[src/rtl/data_memory_pkg.sv]
// Shared encodings and helpers for the byte-lane data memory.
// Latency: n/a (types, constants and pure functions only).
// Backpressure: n/a.
package data_memory_pkg;

  localparam int BYTES_PER_WORD = 4;

  // Access size field as driven by the decode stage
  localparam logic [1:0] SIZE_BYTE = 2'b00;
  localparam logic [1:0] SIZE_HALF = 2'b01;
  localparam logic [1:0] SIZE_WORD = 2'b10;
  localparam logic [1:0] SIZE_RSVD = 2'b11;

  typedef enum logic {
    INIT = 1'b0,
    IDLE = 1'b1
  } state_e;

  // Byte-enable mask for a store of the given size starting at the given lane.
  // Alignment is checked elsewhere, so a half never straddles the word here.
  function automatic logic [3:0] lane_mask(input logic [1:0] size, input logic [1:0] lane);
    logic [3:0] m;
    case (size)
      SIZE_BYTE: m = 4'b0001 << lane;
      SIZE_HALF: m = 4'b0011 << lane;
      SIZE_WORD: m = 4'b1111;
      default:   m = 4'b0000;
    endcase
    return m;
  endfunction

  // True when the request violates natural alignment or uses the reserved size.
  function automatic logic is_misaligned(input logic [1:0] size, input logic [1:0] lane);
    logic bad;
    case (size)
      SIZE_BYTE: bad = 1'b0;
      SIZE_HALF: bad = lane[0];
      SIZE_WORD: bad = (lane != 2'b00);
      default:   bad = 1'b1;
    endcase
    return bad;
  endfunction

endpackage

[src/rtl/data_memory_load_align.sv]
// Extracts the addressed byte/half/word from a memory word and sign/zero extends it.
// Latency: purely combinational.
// Backpressure: none; output follows inputs.
module data_memory_load_align
  import data_memory_pkg::*;
(
  input  logic [31:0] word_i,
  input  logic [1:0]  lane_i,
  input  logic [1:0]  size_i,
  input  logic        unsigned_i,
  output logic [31:0] data_o
);

  logic [31:0] shifted;
  logic        sign_b;
  logic        sign_h;

  // Little-endian: move the addressed lane down to bit 0
  assign shifted = word_i >> {lane_i, 3'b000};
  assign sign_b  = ~unsigned_i & shifted[7];
  assign sign_h  = ~unsigned_i & shifted[15];

  // Extend the selected field; word accesses are lane 0 so shifted is the word
  always_comb begin
    data_o = shifted;
    case (size_i)
      SIZE_BYTE: data_o = {{24{sign_b}}, shifted[7:0]};
      SIZE_HALF: data_o = {{16{sign_h}}, shifted[15:0]};
      default:   data_o = shifted;
    endcase
  end

endmodule

[src/rtl/data_memory_bytelane.sv]
// MEM-stage byte-addressed data memory with byte/half/word access and post-reset preload.
// Latency: stores land at the request edge; loads return result one edge later with result_valid.
// Backpressure: busy high during preload; requests seen while busy are dropped silently.
module data_memory_bytelane
  import data_memory_pkg::*;
#(
  parameter int DEPTH     = 32,
  parameter int ADDR_W    = 32,
  parameter bit INIT_MODE = 1'b1
) (
  input  logic              clock,
  input  logic              reset,
  input  logic              mem_write,
  input  logic              mem_read,
  input  logic [1:0]        size,
  input  logic              unsigned_load,
  input  logic [ADDR_W-1:0] address,
  input  logic [31:0]       write_data,
  output logic [31:0]       result,
  output logic              result_valid,
  output logic              busy,
  output logic              misaligned_error,
  output logic              range_error
);

  localparam int                IDX_W      = $clog2(DEPTH);
  localparam logic [ADDR_W-1:0] ADDR_LIMIT = ADDR_W'(DEPTH * BYTES_PER_WORD);
  localparam logic [IDX_W-1:0]  LAST_IDX   = IDX_W'(DEPTH - 1);

  // Storage: not reset, contents come from the preload sequencer
  logic [31:0] mem_q [DEPTH];

  // Control state
  state_e           state_q, state_d;
  logic [IDX_W-1:0] init_ptr_q, init_ptr_d;

  // Registered outputs
  logic [31:0] result_q, result_d;
  logic        result_valid_q, result_valid_d;
  logic        misaligned_q, misaligned_d;
  logic        range_q, range_d;

  // Request decode
  logic [1:0]       lane;
  logic [IDX_W-1:0] req_idx;
  logic             range_hit;
  logic             mis_hit;
  logic             req_live;
  logic             access_ok;
  logic             do_store;
  logic             do_load;

  // Single write port shared by preload and stores
  logic             wr_en;
  logic [IDX_W-1:0] wr_idx;
  logic [3:0]       wr_be;
  logic [31:0]      wr_dat;
  logic [31:0]      store_dat;

  logic [31:0] rd_word;
  logic [31:0] load_val;

  assign lane      = address[1:0];
  assign req_idx   = address[IDX_W+1:2];
  assign range_hit = (address >= ADDR_LIMIT);
  assign mis_hit   = is_misaligned(size, lane);
  assign req_live  = (mem_write | mem_read) & ~busy;
  assign access_ok = req_live & ~range_hit & ~mis_hit;
  // Write wins over a simultaneous read; the read is dropped, not deferred
  assign do_store  = access_ok & mem_write;
  assign do_load   = access_ok & mem_read & ~mem_write;

  // FSM state register: reset restarts the preload from word 0
  always_ff @(posedge clock or posedge reset) begin
    if (reset) begin
      state_q    <= INIT;
      init_ptr_q <= '0;
    end else begin
      state_q    <= state_d;
      init_ptr_q <= init_ptr_d;
    end
  end

  // FSM next state: walk every word once, then serve requests forever
  always_comb begin
    state_d    = state_q;
    init_ptr_d = init_ptr_q;
    case (state_q)
      INIT: begin
        init_ptr_d = init_ptr_q + 1'b1;
        if (init_ptr_q == LAST_IDX) begin
          state_d = IDLE;
        end
      end
      IDLE:    state_d = IDLE;
      default: state_d = INIT;
    endcase
  end

  // FSM outputs: busy is a decode of the registered state, so it is glitch-free
  always_comb begin
    busy = 1'b1;
    case (state_q)
      INIT:    busy = 1'b1;
      IDLE:    busy = 1'b0;
      default: busy = 1'b1;
    endcase
  end

  // Replicate the store operand so every lane sees its bytes; the mask picks lanes
  always_comb begin
    store_dat = write_data;
    case (size)
      SIZE_BYTE: store_dat = {4{write_data[7:0]}};
      SIZE_HALF: store_dat = {2{write_data[15:0]}};
      default:   store_dat = write_data;
    endcase
  end

  // Write-port mux: the preload owns the array until busy drops
  always_comb begin
    wr_en  = do_store;
    wr_idx = req_idx;
    wr_be  = lane_mask(size, lane);
    wr_dat = store_dat;
    if (busy) begin
      wr_en  = 1'b1;
      wr_idx = init_ptr_q;
      wr_be  = 4'b1111;
      wr_dat = INIT_MODE ? 32'(init_ptr_q) : 32'd0;
    end
  end

  // Byte-lane array write; untouched lanes keep their old contents
  always_ff @(posedge clock) begin
    if (wr_en) begin
      for (int b = 0; b < BYTES_PER_WORD; b++) begin
        if (wr_be[b]) begin
          mem_q[wr_idx][8*b +: 8] <= wr_dat[8*b +: 8];
        end
      end
    end
  end

  assign rd_word = mem_q[req_idx];

  data_memory_load_align u_load_align (
    .word_i     (rd_word),
    .lane_i     (lane),
    .size_i     (size),
    .unsigned_i (unsigned_load),
    .data_o     (load_val)
  );

  // Response next-state: result only moves on a serviced load, pulses last one cycle
  always_comb begin
    result_d       = result_q;
    result_valid_d = do_load;
    misaligned_d   = req_live & mis_hit;
    range_d        = req_live & range_hit;
    if (do_load) begin
      result_d = load_val;
    end
  end

  // Response registers
  always_ff @(posedge clock or posedge reset) begin
    if (reset) begin
      result_q       <= '0;
      result_valid_q <= 1'b0;
      misaligned_q   <= 1'b0;
      range_q        <= 1'b0;
    end else begin
      result_q       <= result_d;
      result_valid_q <= result_valid_d;
      misaligned_q   <= misaligned_d;
      range_q        <= range_d;
    end
  end

  assign result           = result_q;
  assign result_valid     = result_valid_q;
  assign misaligned_error = misaligned_q;
  assign range_error      = range_q;

endmodule

[config.mk]
export PLATFORM = sky130hd
export DESIGN_NAME = data_memory_bytelane
export DESIGN_NICKNAME = d
export VERILOG_FILES = /design/src/rtl/data_memory_pkg.sv /design/src/rtl/data_memory_load_align.sv /design/src/rtl/data_memory_bytelane.sv
export SDC_FILE = /design/constraint.sdc
export NUM_CORES = 1
export LEC_CHECK = 0
export BUFFER_PORTS_ARGS = -buffer_cell sky130_fd_sc_hd__buf_4
export CAP_MARGIN = 20
export CORE_MARGIN = 1
export CORE_UTILIZATION = 23
export DETAILED_ROUTE_END_ITERATION = 6
export GPL_ROUTABILITY_DRIVEN = 0
export PLACE_DENSITY = 0.49
export SYNTH_ARGS = -nofsm -noshare
export SYNTH_HDL_FRONTEND = slang
export SYNTH_SLANG_ARGS = --single-unit
[constraint.sdc]
create_clock -name clock -period 3.06 [get_ports clock]
set_input_delay 0.612 -clock clock [delete_from_list [all_inputs] [get_ports clock]]
set_output_delay 0.612 -clock clock [all_outputs]
set_load 0.1 [all_outputs]
# Yosys cells after proc, flatten, opt, wreduce, memory -nomap -nowiden
# Memory sizes are Yosys's and may differ from the RTL's.
# Index checks and enable logic that the tools add are counted.
# Widths: inputs -> output; s select.
word_totals:
  mem_bits_rw: 1024
  regBits: 41
  output_inout_bits: 36
  wordCells: 57
  n_memories: 1
  in_bits: 71
mem_list:
  columns: ["memory", "words", "word_bits", "read_ports", "rd_clocked_by_memory_dff", "wr", "line_no", "source"]
  rows:
  - ["mem_q", 32, 32, 1, 0, 1, "data_memory_bytelane.sv:31", "logic [31:0] mem_q [DEPTH];"]
classes:
  magnitude_cmp: 1
  n_reduce_logical: 2
  bitwise: 17
  add_sub_neg: 1
  n_mux: 23
  n_eq_ne: 3
  shift: 3
op_table:
  columns: ["operator", "n"]
  rows:
  - ["$pmux 32 s2", 2]
  - ["$ge 32x8->1 const B", 1]
  - ["$mux 32", 1]
  - ["$shr 32x5->32", 1]
  - ["$mux 1", 14]
  - ["$pmux 4 s3", 1]
  - ["$and 1x1->1", 10]
  - ["$not 1->1", 6]
  - ["$add 5x1->5 const B", 1]
  - ["$eq 5x5->1 const B", 1]
  - ["$mux 5", 1]
  - ["$mux 4", 1]
  - ["$pmux 1 s2", 2]
  - ["$shl 1x2->4 const A", 1]
  - ["$shl 2x2->4 const A", 1]
  - ["$pmux 1 s3", 1]
  - ["$eq 2x1->1 const B", 1]
  - ["$eq 2x2->1 const B", 1]
  - ["$logic_not 2->1", 1]
  - ["$reduce_bool 2->1", 1]
  - ["$or 1x1->1", 1]

# Logic depth before layout (Yosys ltp)
depth:
  word_depth: 10
  mapped_depth: 12
  mapped_depth_nobuf: 8

# By module
# From an unflattened synthesis, not the netlist that was laid out.
unflattened:
  cells_unflattened: 2065
  hier_area_um2: 42074.1
modules_own_cells:
  columns: ["mod", "area_each_um2", "instances", "cells_each", "seq_area_each_um2"]
  rows:
  - ["data_memory_bytelane", 41305.9, 1, 1962, 31775.5]
  - ["data_memory_load_align", 768.2, 1, 103, 0.0]

# Worst setup path after synthesis
# OpenSTA, ideal clock, no wires.
synth_timing:
  kind: "in2reg"
  from: "input address[3]"
  to: "memory mem_q[10][0] (enable)"
  t_arrival_ns: 3.111
  t_required_ns: 2.677
  path_buffers: 7
  stages: 10
  setup_slack_ns: -0.434
  setup_ns: 0.383
  cell_sequence: "buf_4 buf_4 buf_4 buf_2 buf_2 buf_2 inv_1 o32a_1 clkbuf_1 nor3_1"
synth_via:
  elab_chain_len: 8
  elab_cells_between_ends: 9
  cone_classes: "order compare (1); mux (4); bitwise (4)"
synth_lines:
  columns: ["element", "line_no", "source"]
  rows:
  - ["start: declaration", "data_memory_bytelane.sv:17", "input logic [ADDR_W-1:0] address,"]
  - ["$ge 32x8->1", "data_memory_bytelane.sv:65", "assign range_hit = (address >= ADDR_LIMIT);"]
  - ["$not 1->1", "data_memory_bytelane.sv:68", "assign access_ok = req_live & ~range_hit & ~mis_hit;"]
  - ["$and 1x1->1 (2 in series)", "data_memory_bytelane.sv:68", null]
  - ["$and 1x1->1", "data_memory_bytelane.sv:70", "assign do_store = access_ok & mem_write;"]
  - ["$mux 1", "data_memory_bytelane.sv:126", "if (busy) begin"]
  - ["$mux 1", "data_memory_bytelane.sv:136", "if (wr_en) begin"]
  - ["$mux 1 (implied by the code)", "data_memory_bytelane.sv:139", "mem_q[wr_idx][8*b +: 8] <= wr_dat[8*b +: 8];"]
  - ["end: declaration", "data_memory_bytelane.sv:31", null]
# Several ways; a longest one is shown, not always the timed one.

# Worst setup path after layout
layout_timing:
  from: "input address[26]"
  to: "memory mem_q[12][18] (enable)"
layout_via:
  elab_chain_len: 8
layout_lines:
  columns: ["element", "line_no"]
  rows:
  - ["$ge 32x8->1", "data_memory_bytelane.sv:65"]
  - ["$not 1->1", "data_memory_bytelane.sv:68"]
  - ["$and 1x1->1 (2 in series)", "data_memory_bytelane.sv:68"]
  - ["$and 1x1->1", "data_memory_bytelane.sv:70"]
  - ["$mux 1", "data_memory_bytelane.sv:126"]
  - ["$mux 1", "data_memory_bytelane.sv:136"]
  - ["$mux 1 (implied by the code)", "data_memory_bytelane.sv:139"]
# No other way between the ends.

==> impl_metrics.toml <==
[floorplanning]
design.core.area_mm2 = 0.182
die_x_um = 431
die_y_um = 431
die_area_mm2 = 0.185
rows = 156
num_io_pins = 107
floorplan.initialDensity_pct = 23.3

[sta]
report.final.setup_viol = 0
timing.final.max_slew_violations = 0
worst_clock_skew_ns = 0.0369
worstMarginPinSlew_ns = 0.975
post-route-min-period_ns = 2.86
fmax_ghz = 0.349
hold_violations = 0
post-route-worst-setup-slack_ns = 0.196
unrepaired_setup_endpoints_after_global_routing = "false"
min_period_over_period_pct = 93.6
timing.max_slew.rel_slack_pct = 35.0

[synth]
synth_area_mm2 = 0.0423
synth_top_cells_by_area = "edfxtp_1 73%, mux4_2 14%, dfrtp_1 2.4%"
netlist-cell-type-count = 55
largest_area_contributor_in_the_synthesized_netlist = "edfxtp_1"
synth-seq-area-share_pct = 75.2
ys_seq_elements = 1065
post_synth.cell_area_avg_um2 = 20.2
postSynthCellCount = 2095
synth-warning-count = 0
ys.flop_type = "edfxtp_1"
synth_async_sr_flop_share_pct = 3.85
synth_enable_flop_cells = 1024
synthesis.nets = 2168
synth_top_area_share_pct = 72.8

[critical_path]
number_of_buffers_and_inverters_on_the_critical_path = 4
critical_path.cell_chain = "buf_4, nor4_1, nand4_1, nor3b_1, buf_4, nand2_1, nand2_1, o21ai_4, buf_12, nor3_4, buf_12"
start_kind = "input pin"
worst_setup_path_end_kind = "register"
type_of_the_setup_path_with_the_least_slack = "input pin to register"
slowest_stage = "nor3b_1"
rr_startpoint = "mem_q[25][15]"
critical_path.top_delay_family = "simple AND/OR/NAND/NOR gates"
timing.critical_path.fanout_max = 10
required_ns = 3.48
worst-endpoint-arrival_ns = 3.28
setup.worst_path.start = "address[26]"
critical_path.max_stage_delay_ns = 0.62

[clocking]
cts-resized-gates = 0
htreeDepth = 3
ctsRootBufferMaster = "clkbuf_16"
tritoncts = "done"
numCtsBuffers = 110
cts_buffer_depth = 3
clock_sinks = 1065
clock_slew_seen_by_the_registers_of_the_worst_setup_and_hold_paths_ns = 0.06
hold_buffers = 0
clock_insertion_delay_worst_skew_ns = 0.73
post-cts-setup-buffers = 0

[job]
maxCapViolations = 0

[place]
io_buffers = 106
place_area_mm2 = 0.0512
dp.cells = 4782
dpl_worst_slack_ns = -0.529
dp.final_hpwl_um = 82300

[power]
p_int_w = 0.0242
power_w = 0.0311
max-vdd-ir-drop_mv = 0.517
power_density_mw_per_mm2 = 568
power.leakage_nw = 18.8
total_switching_power_w = 0.00690
power.sequential.fraction_pct = 51.7
netSwitchingFraction_pct = 22.2
combPwrFrac_pct = 6.7
power.share.clock_pct = 41.6

[run_status]
run_status = "finished clean"

[detailed_routing]
drt.antenna.violating_nets = 0
routed-via-count = 22400
drt-total-wl_um = 120000
drc = 0
detail_route.first_pass.iterations = 7
vias_per_cell = 4.49
routed_wire_length_per_instance_um = 24.1
initialDrtViolationCount = 1946

[global_routing]
grt_overflow_total = 0
largest_net_degree_at_the_start_of_global_routing = 59
antenna_violations_before_repair = 7
grt_pass1_vias = 23600
grt_use_total_pct = 12.9
first_pass_grt_wire_length_um = 173000

[finish]
finish.net_count = 2598
stdcell_count = 4985
design_area_mm2 = 0.0547
num-fill-cells = 17500
area_growth_syn_to_layout_pct = 29.5
drive_gt1_share_pct = 40.9

[hold_path]
worstHoldPathType = "input pin to async pin"
-- registers in the layout (all words and copies together), names as in the netlist --
register / count
init_ptr_q: 5
mem_q: 1024
misaligned_error: 1
range_error: 1
result: 32
result_valid: 1
state_q: 1
-- path summary, 6_finish.rpt --
check / to / slack [ns] / cells past startpoint
min: misaligned_error / 0.10 / 2
min reg2reg: result[7] / 0.51 / 2
max in group asynchronous: result[16] / 2.24 / 3
max: mem_q[12][18] / 0.20 / 11
max reg2reg: result[10] / 0.24 / 7
min in group clock: range_error / 0.40 / 5
-- Yosys cell counts, types with 2 or more instances --
library cell	count
buf_1	10
a211oi_1	14
nor4_1	5
mux4_2	260
o21ai_1	2
o22a_1	8
nand3_1	5
mux2i_1	70
xnor2_1	3
ha_1	2
a221o_1	7
nand2_1	78
buf_2	46
a22oi_1	38
or2_2	3
nor2_1	62
edfxtp_1	1024
o221ai_1	14
nand2b_1	7
o22ai_1	23
a221oi_1	7
nand4_1	3
or3_1	9
clkbuf_1	71
nor2b_1	13
a32oi_1	2
mux2_2	20
inv_1	7
and2_1	8
buf_4	14
dfrtp_1	41
nor3_1	138
o32a_1	8
a21oi_1	25
nand3b_1	4
o21ai_0	23
and3_1	3
-- worst reg2reg max path, stage by stage, from the launching register on --
cell and delay [ns]:
edfxtp_1 0.43, mux4_2 0.48, mux4_2 0.47, mux2_2 0.34
mux2i_4 0.21, o221a_2 0.25, o21ai_2 0.13, o32a_1 0.38
-- layout make-up --
class / count / area (um2) / area share (%)
Clock buffer: 127 / 2860 / 5.23
Antenna cell: 1 / 2.50 / 0.00457
Sequential cell: 1065 / 31800 / 58.1
Tap cell: 2370 / 2970 / 5.42
Clock inverter: 74 / 596 / 1.09
Multi-Input combinational cell: 881 / 11300 / 20.6
Inverter: 7 / 26.3 / 0.0480
Timing Repair Buffer: 460 / 5240 / 9.57
-- cells by family after synthesis --
group                      share of synthesized area, %
buffers and inverters                              1.60
DFF                                                75.2
AOI/OAI and AO/OA                                  3.12
xor gates and xnor gates                         0.0622
and+or+nand+nor                                    3.86
muxes                                              16.1
adders and majority gates                        0.0592
-- cells in the final DEF (no fill, tap or decap), types with 7 or more instances in the layout --
| cell | count |
|---|---|
| edfxtp_1 | 1024 |
| clkbuf_16 | 112 |
| clkinv_1 | 26 |
| dfrtp_1 | 41 |
| nor2_2 | 16 |
| nor3_1 | 16 |
| nand2_1 | 74 |
| clkbuf_1 | 15 |
| o21ai_0 | 23 |
| nor3_2 | 15 |
| nor2_1 | 46 |
| mux2i_1 | 70 |
| o221ai_1 | 14 |
| and2_1 | 8 |
| bufinv_16 | 8 |
| o32a_1 | 7 |
| nor2b_1 | 13 |
| a22oi_1 | 38 |
| clkinv_2 | 28 |
| o22a_1 | 8 |
| nor3_4 | 107 |
| a221o_1 | 7 |
| a21oi_1 | 16 |
| a21oi_2 | 8 |
| a211oi_1 | 14 |
| buf_4 | 316 |
| mux4_2 | 260 |
| buf_12 | 140 |
| a221oi_1 | 7 |
| or3_1 | 9 |
| o22ai_1 | 23 |
| mux2_2 | 20 |
-- power by group through the flow --
stage	Clock (W)	Combinational (W)	Sequential (W)
after floorplan	0	0.00108	0.0164
after global placement	0	0.00207	0.0164
after detailed placement	0	0.00212	0.0164
after CTS	0.0132	0.00212	0.0161
after global routing	0.0137	0.00220	0.0161
final	0.0129	0.00208	0.0161
-- per-stage QoR --
step                      hold slack (ns)  util (%)  setup TNS, ns
final                               0.104      30.1              0
after global routing                0.113      30.1              0
after CTS                          0.0754      30.1              0
after detailed placement            0.500      28.2        -443.77
after global placement              0.472      28.2        -398.90
after floorplan                     0.451         -         -28.55
-- metal layers --
| metal | GRT usage [%] | vias up | part of all wire (%) |
|---|---|---|---|
| met1 | 16.4 | 11900 | 41 |
| li1 | - | 9650 | - |
| met2 | 22.0 | 608 | 51 |
| met3 | 1.93 | 202 | 4.3 |
| met4 | 5.08 | 0 | 3.9 |
| met5 | 0 | - | 0 |
No activity file was read; power rests on OpenSTA's default activity.
